[config.mk]
export PLATFORM = sky130hd
export DESIGN_NAME = icache
export DESIGN_NICKNAME = d
export VERILOG_FILES = /design/src/rtl/brisc_pkg.sv /design/src/rtl/icache_array.sv /design/src/rtl/icache.sv
export SDC_FILE = /design/constraint.sdc
export NUM_CORES = 1
export LEC_CHECK = 0
export CAP_MARGIN = 20
export CORE_MARGIN = 2
export CORE_UTILIZATION = 60
export DETAILED_ROUTE_END_ITERATION = 8
export PLACE_DENSITY = 0.8
export SLEW_MARGIN = 20
export SYNTH_ARGS = -nofsm -noshare
export SYNTH_HDL_FRONTEND = slang
export SYNTH_SLANG_ARGS = --single-unit
[constraint.sdc]
create_clock -name i_clk -period 4.3 [get_ports i_clk]
set_input_delay 0.86 -clock i_clk [delete_from_list [all_inputs] [get_ports i_clk]]
set_output_delay 0.86 -clock i_clk [all_outputs]
set_load 0.05 [all_outputs]
[src/rtl/brisc_pkg.sv]
// Shared types and default geometry for the brisc instruction cache.
package brisc_pkg;

    localparam int ADDR_W     = 32;
    localparam int DATA_W     = 32;
    localparam int BYTE_OFF_W = 2;

    localparam int ICACHE_NUM_LINES  = 4;
    localparam int ICACHE_LINE_WORDS = 4;
    localparam int ICACHE_OFF_W      = $clog2(ICACHE_LINE_WORDS);
    localparam int ICACHE_IDX_W      = $clog2(ICACHE_NUM_LINES);
    localparam int ICACHE_TAG_W      = ADDR_W - BYTE_OFF_W - ICACHE_OFF_W - ICACHE_IDX_W;

    typedef enum logic {IDLE, FILL} icache_state_e;

endpackage

[src/rtl/icache_array.sv]
// Valid/tag/data storage for the direct-mapped icache.
// Combinational read port; synchronous word write with valid set/clear.
module icache_array
    import brisc_pkg::*;
#(
    parameter int NUM_LINES  = ICACHE_NUM_LINES,
    parameter int LINE_WORDS = ICACHE_LINE_WORDS,
    parameter int TAG_W      = ICACHE_TAG_W,
    localparam int IDX_W     = $clog2(NUM_LINES),
    localparam int OFF_W     = $clog2(LINE_WORDS)
) (
    input  logic              i_clk,
    input  logic              i_rst,
    input  logic [IDX_W-1:0]  i_rd_idx,
    input  logic [OFF_W-1:0]  i_rd_word,
    output logic              o_rd_valid,
    output logic [TAG_W-1:0]  o_rd_tag,
    output logic [DATA_W-1:0] o_rd_data,
    input  logic [IDX_W-1:0]  i_wr_idx,
    input  logic [OFF_W-1:0]  i_wr_word,
    input  logic              i_wr_en,
    input  logic [DATA_W-1:0] i_wr_data,
    input  logic [TAG_W-1:0]  i_wr_tag,
    input  logic              i_set_valid,
    input  logic              i_clr_valid
);

    logic [DATA_W-1:0]    r_data [NUM_LINES][LINE_WORDS];
    logic [TAG_W-1:0]     r_tag  [NUM_LINES];
    logic [NUM_LINES-1:0] r_valid;

    // Data and tags are deliberately left unreset; valid alone gates hits.
    always_ff @(posedge i_clk) begin
        if (i_wr_en) begin
            r_data[i_wr_idx][i_wr_word] <= i_wr_data;
        end
        if (i_set_valid) begin
            r_tag[i_wr_idx] <= i_wr_tag;
        end
    end

    always_ff @(posedge i_clk or posedge i_rst) begin
        if (i_rst) begin
            r_valid <= '0;
        end else if (i_clr_valid) begin
            r_valid[i_wr_idx] <= 1'b0;
        end else if (i_set_valid) begin
            r_valid[i_wr_idx] <= 1'b1;
        end
    end

    assign o_rd_valid = r_valid[i_rd_idx];
    assign o_rd_tag   = r_tag[i_rd_idx];
    assign o_rd_data  = r_data[i_rd_idx][i_rd_word];

endmodule

[src/rtl/icache.sv]
// Direct-mapped read-only instruction cache: combinational hits, and a
// line fill one word at a time over a level-req / pulse-resp RAM port.
module icache
    import brisc_pkg::*;
#(
    parameter int NUM_LINES  = ICACHE_NUM_LINES,
    parameter int LINE_WORDS = ICACHE_LINE_WORDS
) (
    input  logic              i_clk,
    input  logic              i_rst,
    input  logic              i_cpu_req,
    input  logic [ADDR_W-1:0] i_cpu_addr,
    output logic              o_cpu_ready,
    output logic [DATA_W-1:0] o_cpu_data,
    output logic              o_mem_req,
    output logic [ADDR_W-1:0] o_mem_addr,
    input  logic              i_mem_resp,
    input  logic [DATA_W-1:0] i_mem_data
);

    localparam int OFF_W  = $clog2(LINE_WORDS);
    localparam int IDX_W  = $clog2(NUM_LINES);
    localparam int LO_IDX = BYTE_OFF_W + OFF_W;
    localparam int LO_TAG = LO_IDX + IDX_W;
    localparam int TAG_W  = ADDR_W - LO_TAG;
    localparam int LINE_W = ADDR_W - LO_IDX;
    localparam logic [OFF_W-1:0] LAST_WORD = OFF_W'(LINE_WORDS - 1);

    icache_state_e     r_state, w_state_nxt;
    logic [OFF_W-1:0]  r_cnt, w_cnt_nxt;
    logic [LINE_W-1:0] r_line, w_line_nxt;

    logic [OFF_W-1:0]  w_cpu_word;
    logic [IDX_W-1:0]  w_cpu_idx;
    logic [TAG_W-1:0]  w_cpu_tag;
    logic              w_unused_byte;
    logic              w_rd_valid;
    logic [TAG_W-1:0]  w_rd_tag;
    logic [DATA_W-1:0] w_rd_data;
    logic [IDX_W-1:0]  w_wr_idx;
    logic              w_wr_en, w_set_valid, w_clr_valid, w_hit;

    assign w_cpu_word    = i_cpu_addr[LO_IDX-1:BYTE_OFF_W];
    assign w_cpu_idx     = i_cpu_addr[LO_TAG-1:LO_IDX];
    assign w_cpu_tag     = i_cpu_addr[ADDR_W-1:LO_TAG];
    assign w_unused_byte = ^i_cpu_addr[BYTE_OFF_W-1:0];

    icache_array #(
        .NUM_LINES  (NUM_LINES),
        .LINE_WORDS (LINE_WORDS),
        .TAG_W      (TAG_W)
    ) u_array (
        .i_clk       (i_clk),
        .i_rst       (i_rst),
        .i_rd_idx    (w_cpu_idx),
        .i_rd_word   (w_cpu_word),
        .o_rd_valid  (w_rd_valid),
        .o_rd_tag    (w_rd_tag),
        .o_rd_data   (w_rd_data),
        .i_wr_idx    (w_wr_idx),
        .i_wr_word   (r_cnt),
        .i_wr_en     (w_wr_en),
        .i_wr_data   (i_mem_data),
        .i_wr_tag    (r_line[LINE_W-1:IDX_W]),
        .i_set_valid (w_set_valid),
        .i_clr_valid (w_clr_valid)
    );

    always_ff @(posedge i_clk or posedge i_rst) begin
        if (i_rst) begin
            r_state <= IDLE;
            r_cnt   <= '0;
            r_line  <= '0;
        end else begin
            r_state <= w_state_nxt;
            r_cnt   <= w_cnt_nxt;
            r_line  <= w_line_nxt;
        end
    end

    always_comb begin
        w_state_nxt = r_state;
        w_cnt_nxt   = r_cnt;
        w_line_nxt  = r_line;
        w_wr_idx    = r_line[IDX_W-1:0];
        w_wr_en     = 1'b0;
        w_set_valid = 1'b0;
        w_clr_valid = 1'b0;
        w_hit       = 1'b0;
        o_cpu_ready = 1'b0;
        o_cpu_data  = '0;
        o_mem_req   = 1'b0;
        o_mem_addr  = '0;
        case (r_state)
            IDLE: begin
                w_hit = i_cpu_req && w_rd_valid && (w_rd_tag == w_cpu_tag);
                if (w_hit) begin
                    o_cpu_ready = 1'b1;
                    o_cpu_data  = w_rd_data;
                end else if (i_cpu_req) begin
                    // Evict up front so the line never looks valid mid-fill.
                    w_wr_idx    = w_cpu_idx;
                    w_clr_valid = 1'b1;
                    w_line_nxt  = i_cpu_addr[ADDR_W-1:LO_IDX];
                    w_cnt_nxt   = '0;
                    w_state_nxt = FILL;
                end
            end
            FILL: begin
                o_mem_req  = 1'b1;
                o_mem_addr = {r_line, r_cnt, {BYTE_OFF_W{1'b0}}};
                if (i_mem_resp) begin
                    w_wr_en = 1'b1;
                    if (r_cnt == LAST_WORD) begin
                        w_set_valid = 1'b1;
                        w_cnt_nxt   = '0;
                        w_state_nxt = IDLE;
                    end else begin
                        w_cnt_nxt = r_cnt + OFF_W'(1);
                    end
                end
            end
            default: w_state_nxt = IDLE;
        endcase
    end

endmodule
==> impl_metrics.tcl <==
set metrics [dict create \
    synth_top_area_share_pct 72.8 \
    drive_gt1_share_pct 30.1 \
    final_common_cell "edfxtp_1" \
    synth-edff-count 616 \
    initial_utilization_pct 60.7 \
    cts.sinks 651 \
    worst_pin_slew_ns 0.839 \
    synthCells 1129 \
    final_core_util_pct 72.8 \
    die_area_um2 44000 \
    critical_path_arrival_ns 3.33 \
    crit_slowest_cell "mux4_2" \
    min_path_type "flop to flop" \
    place.gp.congestion 0.782 \
    core_um2 41900 \
    grt_pass1_vias 13191 \
    ant_nets 0 \
    clock-skew-final_ns 0.0301 \
    powerDensity_nw_per_um2 527 \
    num_vias 12327 \
    syn_area_um2 25400 \
    r2r_end "u_array.r_data[2][74]" \
    portBuffers 129 \
    slew_violations 0 \
    yosysTopAreaCell "edfxtp_1" \
    holdBufCountCts 0 \
    path_class "input port to primary output" \
    place_ws_ns 0.0487 \
    most-common-layout-cells "616 x edfxtp_1, 173 x mux4_2, 88 x clkdlybuf4s50_1" \
    cts_tree "built" \
    fp.dieW_um 210 \
    fmax_ghz 0.239 \
    hold_viol 0 \
    cts.root.buffer_cell "clkbuf_16" \
    endpoint_kind "primary output" \
    critPathCapture "o_cpu_data[29]" \
    total_power_mw 16.1 \
    period_share_pct 97.4 \
    setup_violations 0 \
    final_area_um2 30500 \
    drc_errors 0 \
    grt_first_pass_wirelength_um 83500 \
    hold_ws_ns 0.529 \
    hpwlAfterDp_um 28900 \
    finalWirelength_um 56500 \
    grt_max_degree 76 \
    antenna_found_initial 3 \
    htree_levels 2 \
    clock_latency_ns 0.63 \
    ir_drop_mv 0.467 \
    ios 134 \
    wl_per_cell_um 29.3 \
    crit_path_max_fanout 67 \
    r2r-start "u_array.r_tag[3][10]" \
    row_count 75 \
    ctsLongestPathBuffers 3 \
    drt-initial-drc-count 1437 \
    async_flop_share_pct 5.38 \
    grt_overflow 0 \
    placement.cell_area_um2 28300 \
    status "finished, final reports clean" \
    path_cells "buf_12, buf_4, buf_16, mux4_2, mux4_2, nor2b_2, buf_4, buf_12" \
    fin_crit_ns 4.19 \
    clk_pin_slew_worst_paths_ns 0.06 \
    reg2reg_setup_slack_ns 0.89 \
    viasPerCell 6.39 \
    seq_area_frac_synth_pct 76.3 \
    area_growth_pct 20.0 \
    die_y_um 210 \
    cts_made_buffers 61 \
    crit_start "i_cpu_addr[4]" \
    cp_data_required_time_ns 3.44 \
    synth_cell_type_count 49 \
    ys_seq_elements 651 \
    avgSynthCellArea_um2 22.5 \
    synth_ff_type "edfxtp_1" \
    grt_use_total_pct 26.4 \
    max_slew_margin_pct 42.5 \
    slowest_delay_ns 0.59 \
    synth_area_leaders "edfxtp_1 73%, mux4_2 15%, dfrtp_1 3.4%, mux2_1 1.2%, mux2i_1 1.1%" \
    yosysWarnings 0 \
    critPathLaunchType "input port" \
    num-nets-final 1413 \
    leakage_nw 9.92 \
    worst-r2r-cell-count 9 \
    max-cap-violations 0 \
    firstDrtPassIters 5 \
    layout_setup_ws_ns 0.113 \
]
-- state kept, by name, summed over array words and instances, names as in the netlist, named ones only --
| register | cells |
|---|---|
| r_cnt | 2 |
| u_array.r_data | 512 |
| r_state | 1 |
| r_line | 28 |
| u_array.r_tag | 104 |
-- Yosys cell counts (2+ instances only) --
| library cell | number |
|---|---|
| o2bb2ai_1 | 3 |
| buf_6 | 4 |
| buf_4 | 5 |
| nor3_1 | 5 |
| ha_1 | 4 |
| nand2_1 | 10 |
| nand4_1 | 2 |
| o21ai_0 | 3 |
| edfxtp_1 | 616 |
| buf_2 | 20 |
| inv_1 | 9 |
| a211oi_1 | 3 |
| mux4_2 | 173 |
| and3_1 | 2 |
| and2_1 | 31 |
| o2111ai_1 | 2 |
| xnor2_1 | 19 |
| dfrtp_1 | 35 |
| nor2_1 | 25 |
| o221ai_1 | 2 |
| o22ai_1 | 2 |
| mux2i_1 | 28 |
| xor2_1 | 6 |
| a221oi_1 | 2 |
| mux2_1 | 28 |
| a21oi_1 | 5 |
| o211ai_1 | 2 |
| clkbuf_1 | 29 |
| nor2b_1 | 34 |
-- cells by family after synthesis --
| family | share of synthesized area, % |
|---|---|
| AND/OR/NAND/NOR | 2.48 |
| AO/OA/AOI/OAI | 1.08 |
| XOR/XNOR | 0.862 |
| other | 0.0148 |
| adder cells (fa/ha/maj) | 0.197 |
| buffers and inverters | 1.30 |
| multiplexers | 17.8 |
| flip-flops | 76.3 |
-- worst min path at each step --
stage               start              endpoint  slack, ns  cells past startpoint
5_1_grt        r_line[17]  u_array.r_tag[2][15]       0.56                      0
3_3_place_gp   r_line[12]  u_array.r_tag[3][10]       0.50                      0
6_report       r_line[14]  u_array.r_tag[0][12]       0.53                      0
3_5_place_dp    r_line[3]   u_array.r_tag[2][1]       0.52                      0
4_1_cts         r_line[4]   u_array.r_tag[0][2]       0.54                      0
2_1_floorplan   r_line[2]   u_array.r_tag[0][0]       0.48                      0
-- routing by layer --
| metal | track usage, % | share of wire (%) | up-vias |
|---|---|---|---|
| li1 | - | - | 5117 |
| met1 | 35.1 | 36 | 6382 |
| met3 | 4.64 | 8.4 | 131 |
| met4 | 10.1 | 3.3 | 2 |
| met5 | 0 | 0.028 | - |
| met2 | 44.5 | 52 | 695 |
-- metrics by stage --
stage | TNS (ns) | cells
after floorplan | -26.51 | 1130
after global placement | 0 | 1813
after detailed placement | 0 | 1813
after CTS | -0.00399 | 1925
after global routing | -0.0604 | 1930
final | 0 | 1930
-- critical path: cells and delay by family --
family / cells / cell delay [ns]
muxes: 2 / 1.08
buffers and inverters: 5 / 1.07
and+or+nand+nor: 1 / 0.18
-- repair_timing --
item / CTS / global route
setup endpoints to repair: 2 / 32
buffers inserted: 0 / 4
resized for setup: 2 / 21
pin swaps: 0 / 4
-- final cells by class --
class	instances	area, um^2
Multi-Input combinational cell	411	5900
Clock inverter	35	394
Timing Repair Buffer	207	2450
Fill cell	2248	11400
Inverter	9	33.8
Clock buffer	77	1650
Sequential cell	651	19400
Tap cell	539	674
Antenna cell	1	2.50
-- report_power, final --
part,switching (mW),internal (mW),total (mW)
clock network,2.30,3.13,5.43
registers,0.368,7.70,8.07
logic,1.59,0.973,2.56
total,4.25,11.8,16.1
No activity file was read; power rests on OpenSTA's default activity.
